[src/rtl/pad_input_conditioner_pkg.sv]
// Shared constants and helpers for the pad input conditioner.
// Direction one-hot codes, raw line indices, button indices and the
// priority encoder used to turn debounced direction lines into a state.
package pad_pkg;

  localparam int unsigned DIR_W = 5;

  typedef logic [DIR_W-1:0] dir_t;

  localparam dir_t DIR_CENTER = 5'b00001;
  localparam dir_t DIR_LEFT   = 5'b00010;
  localparam dir_t DIR_RIGHT  = 5'b00100;
  localparam dir_t DIR_UP     = 5'b01000;
  localparam dir_t DIR_DOWN   = 5'b10000;

  // Positions inside the raw {down, up, right, left} direction vector.
  localparam int unsigned IDX_LEFT  = 0;
  localparam int unsigned IDX_RIGHT = 1;
  localparam int unsigned IDX_UP    = 2;
  localparam int unsigned IDX_DOWN  = 3;

  localparam int unsigned BTN_ATTACK = 0;
  localparam int unsigned BTN_PARRY  = 1;

  function automatic int unsigned max_u(input int unsigned a, input int unsigned b);
    return (a > b) ? a : b;
  endfunction

  // LEFT > RIGHT > UP > DOWN; nothing pressed is CENTER.
  function automatic dir_t encode_dir(input logic [3:0] dirs);
    dir_t res;
    if (dirs[IDX_LEFT])       res = DIR_LEFT;
    else if (dirs[IDX_RIGHT]) res = DIR_RIGHT;
    else if (dirs[IDX_UP])    res = DIR_UP;
    else if (dirs[IDX_DOWN])  res = DIR_DOWN;
    else                      res = DIR_CENTER;
    return res;
  endfunction

endpackage

[src/rtl/pad_input_conditioner_if.sv]
// Controller pad bundle: raw pin lines in, conditioned direction/button
// signals and LED copy out.
//   master: drives raw lines, observes conditioned outputs (pins / bench side)
//   slave : the conditioner itself
interface pad_input_conditioner_if #(
  parameter int unsigned NUM_BUTTONS = 2
);
  import pad_pkg::*;

  logic [3:0]                   dir_raw;
  logic [NUM_BUTTONS-1:0]       btn_raw;
  dir_t                         dir_state;
  logic                         dir_change;
  logic [NUM_BUTTONS-1:0]       btn_level;
  logic [NUM_BUTTONS-1:0]       btn_press;
  logic [NUM_BUTTONS-1:0]       btn_release;
  logic [NUM_BUTTONS-1:0]       btn_held;
  logic [DIR_W+NUM_BUTTONS-1:0] led_outputs;

  modport master (
    output dir_raw, btn_raw,
    input  dir_state, dir_change, btn_level, btn_press, btn_release, btn_held, led_outputs
  );

  modport slave (
    input  dir_raw, btn_raw,
    output dir_state, dir_change, btn_level, btn_press, btn_release, btn_held, led_outputs
  );

endinterface

[src/rtl/pad_input_conditioner_debounce_channel.sv]
// One raw controller line: 2-FF synchroniser followed by a debounce counter.
// Ports: clk, rst_n (async active-low), raw (asynchronous line), stable
// (debounced level, flips after DEBOUNCE_CYCLES consecutive differing cycles).
module debounce_channel #(
  parameter int unsigned DEBOUNCE_CYCLES = 500000,
  parameter int unsigned CNT_W           = 19
) (
  input  logic clk,
  input  logic rst_n,
  input  logic raw,
  output logic stable
);

  localparam logic [CNT_W-1:0] CntLast = CNT_W'(DEBOUNCE_CYCLES - 1);

  logic             sync1_q, sync2_q;
  logic             stable_q, stable_d;
  logic [CNT_W-1:0] cnt_q, cnt_d;

  // Any cycle where synced matches stable restarts the count, so only an
  // unbroken run of DEBOUNCE_CYCLES differing samples can flip the output.
  always_comb begin
    stable_d = stable_q;
    cnt_d    = '0;
    if (sync2_q != stable_q) begin
      if (cnt_q == CntLast) begin
        stable_d = ~stable_q;
      end else begin
        cnt_d = cnt_q + CNT_W'(1);
      end
    end
  end

  always_ff @(posedge clk or negedge rst_n) begin
    if (!rst_n) begin
      sync1_q  <= 1'b0;
      sync2_q  <= 1'b0;
      stable_q <= 1'b0;
      cnt_q    <= '0;
    end else begin
      sync1_q  <= raw;
      sync2_q  <= sync1_q;
      stable_q <= stable_d;
      cnt_q    <= cnt_d;
    end
  end

  assign stable = stable_q;

endmodule

[src/rtl/pad_input_conditioner.sv]
// Conditions breadboard controller lines for the game logic.
// Ports: clk, rst_n (async active-low), pad (slave modport):
//   dir_raw/btn_raw in; dir_state (one-hot, CENTER at rest), dir_change,
//   btn_level/btn_press/btn_release/btn_held, led_outputs = {btn_level, dir_state}.
// Every line is synchronised and debounced; all outputs are registered from
// the debounced values.
module pad_input_conditioner
  import pad_pkg::*;
#(
  parameter int unsigned NUM_BUTTONS     = 2,
  parameter int unsigned DEBOUNCE_CYCLES = 500000,
  parameter int unsigned HOLD_CYCLES     = 50000000
) (
  input logic                    clk,
  input logic                    rst_n,
  pad_input_conditioner_if.slave pad
);

  localparam int unsigned CNT_W     = $clog2(max_u(DEBOUNCE_CYCLES, HOLD_CYCLES) + 1);
  localparam int unsigned NUM_LINES = 4 + NUM_BUTTONS;
  localparam logic [CNT_W-1:0] HoldMax = CNT_W'(HOLD_CYCLES);

  logic [NUM_LINES-1:0]   raw_lines, stable_lines;
  logic [3:0]             stable_dirs;
  logic [NUM_BUTTONS-1:0] stable_btns;

  assign raw_lines   = {pad.btn_raw, pad.dir_raw};
  assign stable_dirs = stable_lines[3:0];
  assign stable_btns = stable_lines[NUM_LINES-1:4];

  for (genvar i = 0; i < NUM_LINES; i++) begin : g_chan
    debounce_channel #(
      .DEBOUNCE_CYCLES (DEBOUNCE_CYCLES),
      .CNT_W           (CNT_W)
    ) u_chan (
      .clk    (clk),
      .rst_n  (rst_n),
      .raw    (raw_lines[i]),
      .stable (stable_lines[i])
    );
  end

  dir_t                              dir_state_q, dir_state_d;
  logic                              dir_change_q, dir_change_d;
  logic [NUM_BUTTONS-1:0]            btn_level_q, btn_level_d;
  logic [NUM_BUTTONS-1:0]            btn_press_q, btn_press_d;
  logic [NUM_BUTTONS-1:0]            btn_release_q, btn_release_d;
  logic [NUM_BUTTONS-1:0]            btn_held_q, btn_held_d;
  logic [NUM_BUTTONS-1:0][CNT_W-1:0] hold_cnt_q, hold_cnt_d;
  logic [DIR_W+NUM_BUTTONS-1:0]      led_q, led_d;

  always_comb begin
    dir_state_d   = encode_dir(stable_dirs);
    dir_change_d  = (dir_state_d != dir_state_q);
    btn_level_d   = stable_btns;
    btn_press_d   = stable_btns & ~btn_level_q;
    btn_release_d = ~stable_btns & btn_level_q;
    for (int unsigned b = 0; b < NUM_BUTTONS; b++) begin
      hold_cnt_d[b] = '0;
      if (btn_level_q[b]) begin
        hold_cnt_d[b] = (hold_cnt_q[b] == HoldMax) ? hold_cnt_q[b] : hold_cnt_q[b] + CNT_W'(1);
      end
      // Gated by the incoming level so held drops together with btn_release.
      btn_held_d[b] = stable_btns[b] && (hold_cnt_d[b] == HoldMax);
    end
    led_d = {btn_level_d, dir_state_d};
  end

  always_ff @(posedge clk or negedge rst_n) begin
    if (!rst_n) begin
      dir_state_q   <= DIR_CENTER;
      dir_change_q  <= 1'b0;
      btn_level_q   <= '0;
      btn_press_q   <= '0;
      btn_release_q <= '0;
      btn_held_q    <= '0;
      hold_cnt_q    <= '0;
      led_q         <= {{NUM_BUTTONS{1'b0}}, DIR_CENTER};
    end else begin
      dir_state_q   <= dir_state_d;
      dir_change_q  <= dir_change_d;
      btn_level_q   <= btn_level_d;
      btn_press_q   <= btn_press_d;
      btn_release_q <= btn_release_d;
      btn_held_q    <= btn_held_d;
      hold_cnt_q    <= hold_cnt_d;
      led_q         <= led_d;
    end
  end

  assign pad.dir_state   = dir_state_q;
  assign pad.dir_change  = dir_change_q;
  assign pad.btn_level   = btn_level_q;
  assign pad.btn_press   = btn_press_q;
  assign pad.btn_release = btn_release_q;
  assign pad.btn_held    = btn_held_q;
  assign pad.led_outputs = led_q;

endmodule

[src/flat_wrapper.sv]
// flat-port wrapper written by rule: the top's interface ports become plain ports
module pad_input_conditioner_flat import pad_pkg::*;
#(
  parameter int unsigned NUM_BUTTONS     = 2,
  parameter int unsigned DEBOUNCE_CYCLES = 500000,
  parameter int unsigned HOLD_CYCLES     = 50000000
)
  (clk, rst_n, pad_dir_raw, pad_btn_raw, pad_dir_state, pad_dir_change, pad_btn_level, pad_btn_press, pad_btn_release, pad_btn_held, pad_led_outputs);
  pad_input_conditioner_if #(.NUM_BUTTONS(NUM_BUTTONS)) pad_i ();
  input logic clk;
  input logic rst_n;
  input wire logic [$bits(pad_i.dir_raw)-1:0] pad_dir_raw;
  input wire logic [$bits(pad_i.btn_raw)-1:0] pad_btn_raw;
  output wire logic [$bits(pad_i.dir_state)-1:0] pad_dir_state;
  output wire logic [$bits(pad_i.dir_change)-1:0] pad_dir_change;
  output wire logic [$bits(pad_i.btn_level)-1:0] pad_btn_level;
  output wire logic [$bits(pad_i.btn_press)-1:0] pad_btn_press;
  output wire logic [$bits(pad_i.btn_release)-1:0] pad_btn_release;
  output wire logic [$bits(pad_i.btn_held)-1:0] pad_btn_held;
  output wire logic [$bits(pad_i.led_outputs)-1:0] pad_led_outputs;
  assign pad_i.dir_raw = pad_dir_raw;
  assign pad_i.btn_raw = pad_btn_raw;
  assign pad_dir_state = pad_i.dir_state;
  assign pad_dir_change = pad_i.dir_change;
  assign pad_btn_level = pad_i.btn_level;
  assign pad_btn_press = pad_i.btn_press;
  assign pad_btn_release = pad_i.btn_release;
  assign pad_btn_held = pad_i.btn_held;
  assign pad_led_outputs = pad_i.led_outputs;
  pad_input_conditioner #(.NUM_BUTTONS(NUM_BUTTONS), .DEBOUNCE_CYCLES(DEBOUNCE_CYCLES), .HOLD_CYCLES(HOLD_CYCLES)) u_core (.clk(clk), .rst_n(rst_n), .pad(pad_i));
endmodule
[config.mk]
export PLATFORM = sky130hd
export DESIGN_NAME = pad_input_conditioner_flat
export DESIGN_NICKNAME = d
export VERILOG_FILES = /design/src/rtl/pad_input_conditioner_pkg.sv /design/src/rtl/pad_input_conditioner_if.sv /design/src/rtl/pad_input_conditioner_debounce_channel.sv /design/src/rtl/pad_input_conditioner.sv /design/src/flat_wrapper.sv
export SDC_FILE = /design/constraint.sdc
export NUM_CORES = 1
export LEC_CHECK = 0
export CORE_MARGIN = 10
export CORE_UTILIZATION = 62
export CTS_CLUSTER_SIZE = 30
export DETAILED_ROUTE_END_ITERATION = 16
export PLACE_DENSITY = 0.92
export SETUP_SLACK_MARGIN = 0.5
export SYNTH_ARGS = -nofsm -noshare
export SYNTH_HDL_FRONTEND = slang
export SYNTH_SLANG_ARGS = --single-unit
[constraint.sdc]
create_clock -name clk -period 3.4 [get_ports clk]
set_clock_uncertainty 0.2 [all_clocks]
set_input_delay 0.68 -clock clk [delete_from_list [all_inputs] [get_ports clk]]
set_output_delay 0.68 -clock clk [all_outputs]
set_load 0.05 [all_outputs]
==> results of run 1 <==
==> logic make-up (layout without fill, tap and decap cells) <==
logic type               Yosys count  after routing
buffers and inverters             67            119
AO/OA/AOI/OAI                     46             46
adder cells (fa/ha/maj)           10             10
flip-flops                       240            240
AND/OR/NAND/NOR                  636            636
multiplexers                      12             12
XOR/XNOR                         187            187
==> area by class of cell <==
cell class                 instances  area (µm²)
sequential                       240        6007
fill                            1291        5553
multi-input combinational        891        5493
clock buffer                      33       695.7
timing repair buffer              47       435.4
tap                              234       292.8
clock inverter                    12       127.6
inverter                          27       101.3
==> worst max-delay path: cells and delay by family (launching register included) <==
| family | cells | cell delay, ps |
|---|---|---|
| fa+ha+maj | 1 | 190 |
| mux | 1 | 150 |
| simple gates | 5 | 1600 |
| buf+inv | 1 | 130 |
| flops | 1 | 440 |
==> flip-flops by register name, summed over array words and instances (netlist names), 4 cells and up <==
name	cells
u_core.g_chan.u_chan.sync1_q	6
u_core.g_chan.u_chan.cnt_q	156
u_core.g_chan.u_chan.stable	6
u_core.pad.dir_state	4
u_core.hold_cnt_q	52
u_core.g_chan.u_chan.sync2_q	6
==> layout by cell type (no fill, tap or decap), drive strengths merged, types with 2 or more instances in the layout <==
master	count
clkdlybuf4s50	23
nor4	32
or2	2
buf	20
and2	24
nand4b	4
xor2	104
nor3b	2
and3	32
nand4	41
nor4b	13
clkbuf	33
or4	8
nand3b	3
nand2b	7
dlygate4sd2	4
nand3	77
mux2i	6
dfrtp	239
or4b	2
nor3	27
clkinvlp	4
ha	10
nor2b	13
bufinv	2
o41ai	2
mux2	6
nand2	91
o21ai	20
xnor2	83
or3	18
o21a	3
nor4bb	4
clkinv	5
a21oi	14
nor2	215
inv	28
and4	19
==> metal layers <==
layer / routed length [µm] / part of all wire, %
met2: 12510 / 51
met4: 406 / 1.6
met5: 0 / 0
met1: 10640 / 43
met3: 1115 / 4.5
==> what timing repair did <==
action,4_1_cts,5_1_grt
setup endpoints to repair,5,1
resized for setup,4,3
setup buffers,0,1
gates cloned,0,0
pin swaps,1,3
==> final timing paths <==
check                                                    endpoint  slack, ps  cells past startpoint
max in group asynchronous                   u_core.hold_cnt_q[37]       2180                      2
worst max register to register             u_core.pad.btn_held[0]        600                      8
worst min-delay path            u_core.g_chan[2].u_chan.cnt_q[20]        0.5                      1
min in group clk                  u_core.g_chan[3].u_chan.sync2_q        140                      0
worst min register to register    u_core.g_chan[3].u_chan.sync2_q        140                      0
worst max-delay path                       u_core.pad.btn_held[0]        600                      8
==> per-stage QoR <==
step / hold slack, ps / power (W)
after floorplan: 131.2 / 0.003007
after global placement: 134.2 / 0.003094
after detailed placement: 135.5 / 0.003101
after CTS: 15.37 / 0.005811
after global routing: 52.43 / 0.005955
final: 0.4821 / 0.005760
==> power by group through the flow <==
stage                     Sequential (W)  Combinational, W  Clock (W)
final                            0.00290          0.000143    0.00271
after global routing             0.00291          0.000165    0.00288
after CTS                        0.00290          0.000147    0.00276
after detailed placement         0.00296          0.000145          0
after global placement           0.00295          0.000140          0
after floorplan                  0.00295         0.0000568          0
==> results by group, run 1 <==
Synth
  – Cell accounting for the most synthesized area: dfrtp_1
  – Xor and xnor area share after synthesis: 13.91%
  – Seq cells post-synth: 240
  – Synth Area in Adders: ~1.1%
  – Mapped Nets: 1216
  – Syn. warnings: 0
  – Synth Area in Compound Gates: ~2.3%
  – Largest family of logic cells by synthesized area: simple AND/OR/NAND/NOR gates
  – Synth top area cells: dfrtp_1 (51%), xor2_1 (7.7%), nor2_1 (6.9%)
  – Yosys cell types: 55
  – Syn Inst Count: 1198
  – Post-Synthesis Cell Area: 11770 µm²
  – Commonest cells in the netlist: dfrtp_1 (239), nor2_1 (215), xor2_1 (104)
  – Most frequent cell after synthesis: dfrtp_1
  – Post-synthesis mux area share: 1.084%
  – Top FF cell, synth: dfrtp_1
  – Simple-gate share of the synthesized area: 28.17%
  – Register area share after synthesis: 51.02%
  – Ys async rst share: 100.0%
  – Top-area cell type share of the netlist area: 50.80%
  – Synthesized area per cell: 9.828 µm²
  – Post-synth EDFFs: 0

Final layout
  – Layout cell share with drive strength beyond 1: 6.880%
  – Fin area: 13150 µm²
  – Ant diodes: 0
  – Layout Utilization: 70.31%
  – Synth-to-layout area growth: 11.71%
  – Nets: around 1300
  – Layout Cells excl Fill: 1484

Global route
  – Antenna violations before repair: 0
  – GRT overflow: 0
  – M2 GR Usage: roughly a third
  – Vias in the first global route: 8930
  – First-pass GRT wire length: 42.36 mm
  – Met3 GRT Util: around 3.0%
  – GRT Util Overall: 20.08%
  – GR peak layer: met2
  – Largest net degree at the start of global routing: 100
  – Met1 Resource Use GR: 25.53%

Clock network
  – Clock Tree Root: clkbuf_16
  – Cts bufs inserted: 25
  – CTS tree: built
  – Post-CTS Hold Buffers: 0
  – CTS H-Tree Depth: 1
  – Worst-Skew Late Latency: ~530 ps
  – Total clock sinks: 240
  – Worst-path clk slew: 60 ps
  – Max Buffers Root-to-Sink: 3

Routing
  – Post-route ant nets: 0
  – Residual DRC: 0
  – Drt total wl: 24.67 mm
  – Wire per inst: between 15 and 20 µm
  – DRT iter0 DRCs: 499
  – Vias: 8739
  – Vias/cell: 5.889
  – Pre-antenna DRT Iters: 5

Floorplanning
  – FP Rows: 50
  – Area of the die: between 20000 and 25000 µm²
  – Core Area: 18710 µm²
  – Die width: approximately 160 µm
  – IO Count: 29
  – Initial core utilization: 62.94%
  – DIE HEIGHT: 157.8 µm

Flow run
  – Max-cap violation count: 0

Worst setup path
  – Critical path's slowest cell: or4_4
  – Crit path launch: u_core.hold_cnt_q[0]
  – Worst Path Required: about 3600 ps
  – Kind of critical path: flip-flop to flip-flop
  – Startpoint class of the critical path: flip-flop
  – Setup crit end kind: flip-flop
  – Max incr delay on CP: 530 ps
  – Reg-to-reg startpoint: u_core.hold_cnt_q[0]
  – Cells along the critical path: inv_2 -> ha_1 -> nor4b_4 -> nand4_2 -> nor4_4 -> mux2i_1 -> or4_4 -> nor4b_2
  – CP max FO: 5
  – Arrival @ worst endpoint: 3000 ps

Place
  – Cells after DPL: 1438
  – DP Area: 12310 µm²
  – Detail Placement HPWL: 16.17 mm
  – Final GP Congestion: 0.8991
  – Worst slack at placement: 588.9 ps
  – PortBufs: 28

Pwr
  – Clock share of power: 47.1%
  – Sw power: 0.001245 W
  – VDD IR-drop max: 0.3101 mV
  – Reg power frac: 50.4%
  – Internal power: between 0.004 and 0.005 W
  – Combinational Power Share: 2.5%
  – Sw Ratio: 21.61%
  – PwrDens: between 400 and 500 nW/µm²
  – Leakage: ~5.6 nW

Timing
  – RSZ-0062 raised after global routing: no
  – Min Tclk post-route: 2798 ps
  – Sum Neg Setup Slack: 0 ps
  – F_max: 357.4 MHz
  – Hold Fails Final Rpt: 0
  – Final max-slew violation count: 0
  – Final WS setup: 602.4 ps
  – # setup viols final: 0
  – Least-Margin Pin Slew: approximately 870 ps
  – Fin crit share: 82.28%
  – Relative slew slack: 41.68%

Hold path
  – Min-Delay Path Class: input port to async pin

Status
  – Status: finished clean
No activity file was read; power rests on OpenSTA's default activity.
==> inputs of run 2 (changes only) <==
==> constraint.sdc (replaced) <==
create_clock -name clk -period 2.6 [get_ports clk]
set_clock_uncertainty 0.2 [all_clocks]
set_input_delay 0.52 -clock clk [delete_from_list [all_inputs] [get_ports clk]]
set_output_delay 0.52 -clock clk [all_outputs]
set_load 0.05 [all_outputs]
==> run 2 against run 1 <==
  * The flow now finishes with violations (setup timing)
  * Design area rose by 16%
  * Count of clock-buffer cells in the layout rose by 3
  * Critical path depth fell by 3
  * Final cell count rose by 8.0%
  * Core utilization rose by 11 points
  * Total power rose by 38%
  * Setup slack got worse by 700 ps
  * Clock power rose by 43%
  * Sequential cell count did not move
  * Sequential share of layout area fell by 6.1 points
  * Via count rose by 20%
  * Critical path type unchanged
  * Critical endpoint unchanged
  * Largest power group is now the clock network
==> results by group, run 2 (same netlist as run 1, synthesis figures left out) <==
Status
  – Status: complete, but fails checks
  – Failing checks: setup timing

Routing
  – Pre-antenna DRT Iters: 5
  – DRT iter0 DRCs: 1202
  – Drt total wl: 36.37 mm
  – Vias: 10520
  – Vias/cell: around 6.6
  – Residual DRC: 0
  – Wire per inst: 22.70 µm
  – Post-route ant nets: 0

Final layout
  – Regs by FF count: u_core.g_chan.u_chan.cnt_q x156, u_core.hold_cnt_q x52
  – Nets: 1368
  – Synth-to-layout area growth: 29.89%
  – Most common cell after layout, fill and taps aside: dfrtp_1
  – Ant diodes: 0
  – Most frequent cells in the layout: dfrtp_1 (209), nor2_1 (184), buf_4 (107)
  – Layout fillers: 826
  – Fin area: between 15000 and 20000 µm²
  – FF+latch area: 6045 µm²
  – Area of the multi-input gates: 6474 µm²
  – Layout cell share with drive strength beyond 1: 27.41%
  – Biggest register: u_core.g_chan.u_chan.cnt_q
  – Max reg flops: ~160

Worst setup path
  – Cells along the critical path: or4b_4 -> o41ai_4 -> o221ai_2 -> or4_4 -> nor4b_4
  – Worst Path Required: 2820 ps
  – Critical path's slowest cell: or4b_4
  – Startpoint class of the critical path: flip-flop
  – CP Buf/Inv Count: 0
  – Kind of critical path: flip-flop to flip-flop
  – Max incr delay on CP: 530 ps
  – Worst path top cell family by delay: simple AND/OR/NAND/NOR gates
  – Setup crit end kind: flip-flop
  – CP max FO: 4
  – Arrival @ worst endpoint: approximately 3000 ps

Floorplanning
  – FP Rows: 50
  – Area of the die: between 20000 and 25000 µm²
  – DIE HEIGHT: 157.8 µm
  – Die width: 157.8 µm
  – Initial core utilization: a little over three fifths
  – IO Count: 29
  – Core Area: 18710 µm²

Timing
  – Min Tclk post-route: 2702 ps
  – # setup viols final: 1
  – Fin crit share: 103.9%
  – Final max-slew violation count: 0
  – Sum Neg Setup Slack: -101.9 ps
  – Relative slew slack: approximately three fifths
  – Least-Margin Pin Slew: 583.1 ps
  – Hold Fails Final Rpt: 0
  – Final WS setup: -101.9 ps
  – F_max: 370.1 MHz
  – RSZ-0062 raised after global routing: yes

Clock network
  – CTS tree: built
  – Total clock sinks: 240
  – Cts bufs inserted: 25
  – Max Buffers Root-to-Sink: 3
  – Clock Tree Root: clkbuf_16
  – Worst-path clk slew: 70 ps
  – CTS H-Tree Depth: 1
  – Worst-Skew Late Latency: 530 ps

Global route
  – Largest net degree at the start of global routing: 59
  – First-pass GRT wire length: 47.62 mm
  – Antenna violations before repair: 0
  – Vias in the first global route: 9832
  – GRT Util Overall: a little under a quarter
  – GRT overflow: 0

Place
  – Detail Placement HPWL: approximately 17 mm
  – Final GP Congestion: 0.9461
  – PortBufs: 28
  – DP Area: 12620 µm²

Pwr
  – PwrDens: 521.4 nW/µm²
  – VDD IR-drop max: 0.5258 mV
  – Clock share of power: 48.6%
  – Reg power frac: 47.7%
  – Sw power: 0.001786 W
  – Sw Ratio: 22.40%
  – Internal power: 0.006189 W
  – Leakage: 6.546 nW
  – Combinational Power Share: 3.6%

Hold path
  – Min-Delay Path Class: flip-flop to flip-flop

Flow run
  – Max-cap violation count: 0
[run 2: through the flow]
step	util, %	setup WS, ps	hold WS, ps	total power, W	std cells
global placement	67.45	111.7	132.6	0.004052	1466
finish	81.76	-101.9	155.4	0.007975	1602
floorplan	-	166.0	24.41	0.003937	1198
global route	81.76	-128.3	164.3	0.008166	1602
CTS	75.69	5.432	152.3	0.007858	1551
detailed placement	67.45	10.41	138.5	0.004062	1466
[run 2: cell type report]
type,instances,share of cell area (%)
flip-flops and latches,240,39.52
clock inverters,9,1.023
clock buffers,36,4.688
multi-input cells,893,42.33
well taps,234,1.914
repair buffers,163,9.801
inverters,27,0.7200
[run 2: per-layer routing]
metal  share of wire (%)  vias to the layer above  global-route usage (%)
met3                 7.5                      255                   3.609
met1                  36                     5125                   27.60
li1                    -                     4391                       -
met2                  50                      746                   40.11
met5                   0                        -                       0
met4                 6.6                        0                   9.573
[run 2: worst paths after layout]
path	start	end	slack, ps	cells past startpoint
max in group asynchronous	rst_n	u_core.g_chan[5].u_chan.cnt_q[8]	1220	3
setup reg to reg	u_core.hold_cnt_q[19]	u_core.pad.btn_held[0]	-100	5
hold reg to reg	u_core.g_chan[4].u_chan.sync1_q	u_core.g_chan[4].u_chan.sync2_q	160	0
min in group asynchronous	rst_n	u_core.hold_cnt_q[14]	310	2
hold / removal	u_core.g_chan[4].u_chan.sync1_q	u_core.g_chan[4].u_chan.sync2_q	160	0
setup / recovery	u_core.hold_cnt_q[19]	u_core.pad.btn_held[0]	-100	5
[run 2: repair_timing]
action	in CTS	in global routing
setup endpoints to repair	144	149
setup buffers	37	48
gates resized for setup	129	185
hold buffers	1	0
endpoints found under the hold margin	45	0
cloned	2	3
pin swaps	29	69
[run 2: power groups by stage]
stage | logic [W] | clock network [W] | registers (W)
2_1_floorplan | 0.0000790 | 0 | 0.00386
3_3_place_gp | 0.000191 | 0 | 0.00386
3_5_place_dp | 0.000197 | 0 | 0.00387
4_1_cts | 0.000224 | 0.00384 | 0.00380
5_1_grt | 0.000315 | 0.00404 | 0.00381
6_report | 0.000288 | 0.00388 | 0.00381
==> inputs of run 3 (changes only) <==
--- a/config.mk
+++ b/config.mk
@@ -7,7 +7,6 @@
 export LEC_CHECK = 0
 export CORE_MARGIN = 10
 export CORE_UTILIZATION = 62
-export CTS_CLUSTER_SIZE = 30
 export DETAILED_ROUTE_END_ITERATION = 16
 export PLACE_DENSITY = 0.92
 export SETUP_SLACK_MARGIN = 0.5
==> results of run 3 <==
No change in the layout: final DEF, timing and power equal those of run 2.
